<file path="src/rtl/branch_target_table.sv">
// Run-time writable branch-target table: registered reads with valid strobe,
// same-cycle write-to-read bypass, and a post-reset sequencer that loads default targets.
module branch_target_table #(
    parameter int ADDR_W = 6,
    parameter int DATA_W = 7
) (
    input  logic              clk,
    input  logic              reset,
    input  logic              rd_req,
    input  logic [ADDR_W-1:0] rd_index,
    output logic              rd_valid,
    output logic [DATA_W-1:0] rd_data,
    output logic              rd_miss,
    input  logic              wr_en,
    input  logic [ADDR_W-1:0] wr_index,
    input  logic [DATA_W-1:0] wr_data,
    output logic              wr_err,
    output logic              busy
);

    localparam int DEPTH = 2 ** ADDR_W;

    typedef enum logic {
        ST_INIT,
        ST_RUN
    } state_t;

    state_t            state_reg, state_next;
    logic [ADDR_W:0]   cnt_reg, cnt_next;
    logic              busy_reg, busy_next;

    logic              rd_valid_reg;
    logic [DATA_W-1:0] rd_data_reg;
    logic              rd_miss_reg;
    logic              wr_err_reg;

    logic [DATA_W-1:0] mem [DEPTH];
    logic [DATA_W-1:0] default_rom [DEPTH];

    logic              mem_we;
    logic [ADDR_W-1:0] mem_waddr;
    logic [DATA_W-1:0] mem_wdata;

    logic              rd_fire;
    logic              bypass_hit;
    logic [DATA_W-1:0] rd_word;

    function automatic logic [DATA_W-1:0] default_target(input int idx);
        case (idx)
            0, 1:    return DATA_W'(12);
            2:       return DATA_W'(15);
            3:       return DATA_W'(30);
            4:       return DATA_W'(36);
            5:       return DATA_W'(33);
            6:       return DATA_W'(28);
            7:       return DATA_W'(48);
            default: return '0;
        endcase
    endfunction

    // Default image, one constant per entry; folds to a small ROM indexed by the init counter.
    generate
        for (genvar gi = 0; gi < DEPTH; gi++) begin : g_default_rom
            assign default_rom[gi] = default_target(gi);
        end
    endgenerate

    // Sequencer: INIT walks every entry once, then parks in RUN until the next reset.
    always_comb begin
        state_next = state_reg;
        cnt_next   = cnt_reg;
        case (state_reg)
            ST_INIT: begin
                cnt_next = cnt_reg + 1'b1;
                if (cnt_next == (ADDR_W + 1)'(DEPTH)) begin
                    state_next = ST_RUN;
                end
            end
            default: begin
                state_next = ST_RUN;
            end
        endcase
        busy_next = (state_next == ST_INIT);
    end

    always_ff @(posedge clk) begin
        if (reset) begin
            state_reg <= ST_INIT;
            cnt_reg   <= '0;
            busy_reg  <= 1'b1;
        end else begin
            state_reg <= state_next;
            cnt_reg   <= cnt_next;
            busy_reg  <= busy_next;
        end
    end

    // Single write port shared by the sequencer and user writes; user writes lose during INIT.
    always_comb begin
        mem_we    = 1'b0;
        mem_waddr = wr_index;
        mem_wdata = wr_data;
        if (!reset) begin
            if (state_reg == ST_INIT) begin
                mem_we    = 1'b1;
                mem_waddr = cnt_reg[ADDR_W-1:0];
                mem_wdata = default_rom[cnt_reg[ADDR_W-1:0]];
            end else if (wr_en) begin
                mem_we = 1'b1;
            end
        end
    end

    always_ff @(posedge clk) begin
        if (mem_we) begin
            mem[mem_waddr] <= mem_wdata;
        end
    end

    assign rd_fire    = (state_reg == ST_RUN) && rd_req;
    assign bypass_hit = (state_reg == ST_RUN) && wr_en && (wr_index == rd_index);
    assign rd_word    = bypass_hit ? wr_data : mem[rd_index];

    // Read data and miss flag only update on a fired read so they hold between strobes.
    always_ff @(posedge clk) begin
        if (reset) begin
            rd_valid_reg <= 1'b0;
            rd_data_reg  <= '0;
            rd_miss_reg  <= 1'b0;
            wr_err_reg   <= 1'b0;
        end else begin
            rd_valid_reg <= rd_fire;
            wr_err_reg   <= (state_reg == ST_INIT) && wr_en;
            if (rd_fire) begin
                rd_data_reg <= rd_word;
                rd_miss_reg <= (rd_word == '0);
            end
        end
    end

    assign rd_valid = rd_valid_reg;
    assign rd_data  = rd_data_reg;
    assign rd_miss  = rd_miss_reg;
    assign wr_err   = wr_err_reg;
    assign busy     = busy_reg;

endmodule
</file>
<file path="config.mk">
export PLATFORM = sky130hd
export DESIGN_NAME = branch_target_table
export DESIGN_NICKNAME = d
export VERILOG_FILES = /design/src/rtl/branch_target_table.sv
export SDC_FILE = /design/constraint.sdc
export NUM_CORES = 1
export LEC_CHECK = 0
export CAP_MARGIN = 0
export CORE_MARGIN = 4
export CORE_UTILIZATION = 45
export CTS_CLUSTER_DIAMETER = 80
export DETAILED_ROUTE_END_ITERATION = 8
export GPL_TIMING_DRIVEN = 0
export PLACE_DENSITY_LB_ADDON = 0.2
export SLEW_MARGIN = 20
export SYNTH_ARGS = -nofsm -noshare
export SYNTH_HDL_FRONTEND = slang
export SYNTH_SLANG_ARGS = --single-unit
</file>
<file path="constraint.sdc">
create_clock -name clk -period 14.6 [get_ports clk]
set_clock_uncertainty 0.05 [all_clocks]
set_input_delay 2.19 -clock clk [delete_from_list [all_inputs] [get_ports clk]]
set_output_delay 2.19 -clock clk [all_outputs]
set_load 0.005 [all_outputs]
</file>
## After elaboration in Yosys (flattened, before gate mapping)

Memories as Yosys holds them, arrays and structs flattened.
Index checks and enable logic that the tools add are counted.

| operators by class | value |
|---|---|
| add/sub/neg operators | 1 |
| magnitude comparators | 1 |
| eq/ne operators | 2 |
| mux-type cells | 14 |
| bitwise gates (word level) | 3 |
| reductions and logical operators | 5 |

Operator list:

| kind | number |
|---|---|
| 2-to-1 mux 7 bit | 5 |
| 2-to-1 mux 6 bit | 2 |
| adder 7 x 1 -> 7 bit (second input constant) | 1 |
| == test 7 bit (second input constant) | 1 |
| greater-or-equal comparator 7 bit (second input constant) | 1 |
| logical NOT 7 bit | 1 |
| 2-to-1 mux 1 bit | 7 |
| inverter 6 -> 7 bit | 1 |
| == test 6 bit | 1 |
| logical AND 1 bit | 4 |
| inverter 1 bit | 2 |

| storage, ports and cells | value |
|---|---|
| flip-flop bits (word level) | 19 |
| RAM bits | 448 |
| memory bits (read-only) | 448 |
| input port bits | 23 |
| output and inout port bits | 11 |
| logic and storage cells | 35 |
| memories | 2 |

Memories:

| memory | words | width | rd ports | clocked after Yosys merged registers in | wr ports | RTL line | text |
|---|---|---|---|---|---|---|---|
| (no name shown) | 64 | 7 | 1 | 0 | 0 | 107 | `mem_wdata = default_rom[cnt_reg[ADDR_W-1:0]];` |
| mem | 64 | 7 | 1 | 0 | 1 | 37 | `logic [DATA_W-1:0] mem [DEPTH];` |

## Logic depth before layout (Yosys ltp)

| logic depth | value |
|---|---|
| depth after elaboration | 6 |
| depth in mapped cells | 12 |
| mapped depth without buffers | 7 |

## Worst setup path before layout

OpenSTA, ideal clock, no wires.

| path | value |
|---|---|
| kind | input to register |
| start | in reset |
| end | mem mem[0][1], data pin |
| setup time | 721 ps |
| arrival | 5,396 ps |
| data required time | 13,829 ps |
| path slack | 8,434 ps |
| stages on the path | 4 |
| path buffers | 1 |
| path through | clkbuf_1 nor2_1 nand2_1 o31ai_1 |

| on the way | value |
|---|---|
| word-level cells in the longest chain between the ends | 1 |

RTL lines:

| what | RTL line | text |
|---|---|---|
| from (decl) | 8 | `input logic reset,` |
| 2-to-1 mux 7 bit | 103 | `if (!reset) begin` |
| via mem_wdata[1] | 42 | `logic [DATA_W-1:0] mem_wdata;` |
| to (decl) | 37 |  |

The timed path passes the listed nets, and every way through them passes these cells.

## Worst setup path after layout

| path | value |
|---|---|
| start | in rd_index[4] |
| end | reg rd_miss_reg, in the netlist rd_miss |

| on the way | value |
|---|---|
| word-level cells in the longest chain between the ends | 4 |
| elaborated cells on any way between the ends | 5 |
| those cells by class | eq/ne: 1; mux: 1; reduce/logical: 2; memory: 1 |

RTL lines:

| what | RTL line | text |
|---|---|---|
| from (decl) | 10 | `input logic [ADDR_W-1:0] rd_index,` |
| branches (longest 2 deep; another with memory (64 x 7 bit)) | -- |  |
| 2-to-1 mux 7 bit (*) | 122 | `assign rd_word = bypass_hit ? wr_data : mem[rd_index];` |
| logical NOT 7 bit (*) | 136 | `rd_miss_reg <= (rd_word == '0);` |
| to (signal assigned) | 136 |  |
| to (decl) | 34 | `logic rd_miss_reg;` |

Mark *: on every way between the ends.
A chain may end at the register's enable or synchronous reset.

==> metrics.md <==
| Metric | Value |
|---|---|
| Total number of nets in the final design | 1167 |
| Mapped cell area | 18800 um2 |
| Compound-Gate Fraction of Synth Area | approximately 3.7% |
| Yosys synthesis warning count | 0 |
| Clk network pwr share | 40.5% |
| Met1 track utilization from global routing | about a third |
| PortBufs | 28 |
| Slack of the critical path | roughly 9 ns |
| Largest fanout of any net on the critical path | 10 |
| Status | complete, no violations |
| Setup repair after global routing missed its margin | false |
| Number of rows in the core area | 74 |
| Number of CTS-inserted buffers | 46 |
| # Max-Cap Violations | 0 |
| Antenna violations before repair | 0 |
| Fraction of final layout cells with drive strength greater than 1 | 17.1% |
| Total detailed-routing wirelength | about 51000 um |
| Net count after synthesis | 1078 |
| Worst-case vdd ir drop | 0.0754 mV |
| Met2 Usage GRT | 33.8% |
| Ordered cell list for the critical path | clkdlybuf4s50_1 -> buf_2 -> buf_1 -> clkbuf_1 -> mux2i_1 -> a211oi_1 -> o21ai_0 -> a31oi_1 -> nor4b_1 -> a32o_2 |
| Element type at the critical path end | flop |
| Number of failing hold endpoints at the final stage | 0 |
| Die width | 212 um |
| Number of gates given a new drive strength after cts | 0 |
| Worst path top cell family by delay | buffers and inverters |
| Via count of the first global-routing pass | 10181 |
| CTS tree | done |
| Worst max-slew margin expressed relative to the limit | roughly 24% |
| Sw Ratio | 22.1% |
| Root buffer selected by CTS | clkbuf_16 |
| Die H | 212 um |
| Power per cell area | 132 nW/um2 |
| Number of flip-flops in the largest register | 448 |
| Share of synthesized area spent on multiplexers | between 10% and 20% |
| CORE AREA | 41000 um2 |
| Drt drc | 0 |
| Post-Syn Instances | 1050 |
| Antenna cells | 0 |
| Synthesis-to-layout area growth | 14.7% |
| Fill cell count | 3236 |
| Count of unique library cells instantiated by Yosys | 55 |
| Comb pwr share | 7.1% |
| Starting utilization of the core area | 45.8% |
| Largest incremental delay on the critical path | 0.77 ns |
| EDFF count, synth | 448 |
| CP max stage cell | clkbuf_1 |
| DRT Pass-1 Iters | 8 |
| Routability Congestion | 0.893 |
| Average wire per standard cell | between 30 and 40 um |
| Synthesized area divided by synthesized cell count | roughly 18 um2 |
| Int Pwr | 2.21 mW |
| Share of synthesized flip-flops with an asynchronous set or reset | 0% |
| #FFs+latches synth | ~470 |
| Global-route wire length before repair | 72400 um |
| Half-perimeter wire length of the detailed placement result | approximately 34000 um |
| All-layer global routing usage | 22.6% |
| Total number of clock tree sinks | 467 |
| Kind of critical path | input pin to flop |
| Ports | 34 |
| Hold_ws | 0.411 ns |
| Area share of fa/ha/maj cells after synthesis | less than 1% |
| Simple logic cell fraction of the synthesized area | ~5.9% |
| Post-route fraction of the period consumed by the critical path | 38.2% |
| Vias per Instance | 6.09 |
| Gr busiest metal | met2 |
| Sum of negative setup slack | 0 ns |
| Met3 Resource Use GR | 4.57% |
| # Post-CTS Setup Buffers | 0 |
| Vias | 10382 |
| Largest family of logic cells by synthesized area | multiplexers |
| Number of buffers on the longest clock path | 3 |
| Remaining global-route overflow | 0 |
| Tmin final | 5.58 ns |
| Worst min path class | flop to flop |
| Net load switching power | 628 uW |
| Setup-failing EPs final | 0 |
| Kind of start point of the critical path | input pin |
| Number of H-tree branching levels | 2 |
| Fraction of power consumed by sequential logic | 52.4% |
| Floorplan die area | between 40000 and 50000 um2 |
| Max-slew violation count | 0 |
| Static Leak | roughly 7 nW |
| Clock slew at reported path FFs | about 0.060 ns |
| Maximum clock frequency | 179 MHz |
| Synth Area in XOR/XNOR | 0.559% |
| Remaining number of nets flagged by the antenna check after routing | 0 |
| Clock latency of the later-clocked register in the worst-skew pair | 0.56 ns |
| Post-cts hold buffer count | 0 |
| Worst slew pin tran | 1.10 ns |
| Commonest register cell after synthesis | edfxtp_1 |
| Number of buffers and inverters on the critical path | 4 |
| Setup WS pre-CTS | approximately 8.5 ns |
| Iter 0 DRT Violations | 1348 |
| Worst Path Arrival | 6.00 ns |
| Critical path required time | around 15 ns |
| Maximum number of pins on one net before global-route repair | between 60 and 70 |
| Sequential element share of the synthesized area | 73.6% |
-- layout by cell type, fill, tap and decap left out, types with 10 or more instances in the layout --
| master | instances |
|---|---|
| clkbuf_1 | 28 |
| a21oi_1 | 10 |
| nand3_1 | 26 |
| clkbuf_16 | 47 |
| mux2i_1 | 90 |
| a22oi_1 | 25 |
| edfxtp_1 | 448 |
| clkdlybuf4s50_1 | 28 |
| nor2b_1 | 10 |
| nor2_1 | 90 |
| mux4_2 | 77 |
| clkinv_1 | 12 |
| a221oi_1 | 17 |
| dfxtp_1 | 19 |
| buf_2 | 24 |
| nand2_1 | 66 |
-- layout make-up --
class	instances	area [um2]	area share (%)
buffer	54	287	1.33
clock buffer	56	1210	5.61
clock inverter	26	240	1.11
inverter	7	26.3	0.122
multi-input combinational	522	4720	21.9
sequential	467	13800	64.2
tap	532	666	3.09
timing repair buffer	41	582	2.70
-- power by group through the flow --
stage | logic, mW | registers (mW) | clock network, mW
after global placement | 0.177 | 1.53 | 0
after CTS | 0.200 | 1.49 | 1.16
after global routing | 0.211 | 1.49 | 1.22
after floorplan | 0.103 | 1.52 | 0
final | 0.202 | 1.49 | 1.15
after detailed placement | 0.199 | 1.52 | 0
-- logic make-up (layout without fill, tap and decap cells) --
| kind of cell | Yosys count | in the layout |
|---|---|---|
| flops | 467 | 467 |
| xor+xnor | 12 | 12 |
| mux | 171 | 171 |
| fa+ha+maj | 5 | 5 |
| simple gates | 238 | 238 |
| compound gates | 96 | 96 |
| buf+inv | 61 | 184 |
-- final timing paths --
check                           from                 endpoint  slack (ns)  cells after the start
max                      rd_index[4]     rd_miss$_SDFFE_PP0P_        9.02                     10
min          rd_data[4]$_SDFFE_PP0P_  rd_data[4]$_SDFFE_PP0P_        0.41                      2
max reg2reg     state_reg$_SDFF_PP0_     mem[39][6]$_DFFE_PP_       10.98                      5
min reg2reg  rd_data[4]$_SDFFE_PP0P_  rd_data[4]$_SDFFE_PP0P_        0.41                      2
-- worst reg2reg max path: stages (launching register included) --
cell and delay (ns):
dfxtp_1 0.40, or2_1 0.13, clkbuf_1 0.39, mux2i_1 0.97, nand4b_1 0.49, nor2_1 0.81
-- through the flow --
step / std cells / area (um2) / power [mW] / util [%]
2_1_floorplan: 1050 / 18800 / 1.63 / -
3_3_place_gp: 1610 / 19700 / 1.71 / 48.1
3_5_place_dp: 1623 / 20100 / 1.72 / 49.0
4_1_cts: 1705 / 21600 / 2.85 / 52.6
5_1_grt: 1705 / 21600 / 2.92 / 52.6
6_report: 1705 / 21600 / 2.84 / 52.6
-- cell usage after synthesis (17+ instances only) --
master      n  share of area, %
a22oi_1    25               1.0
nand3_1    26              0.69
dfxtp_1    19               2.0
buf_2      24              0.64
nor2_1     90               1.8
nand2_1    66               1.3
mux4_2     77               9.2
mux2i_1    90               4.8
edfxtp_1  448                72
a221oi_1   17              0.79
clkbuf_1   19              0.38
-- per-layer routing --
layer  part of all wire, %  vias up
met4                   3.6        0
met5                     0        -
met2                    45      486
met3                   8.3       97
met1                    43     5412
li1                      -     4387
Note: power is estimated with default switching activity, not from simulation.
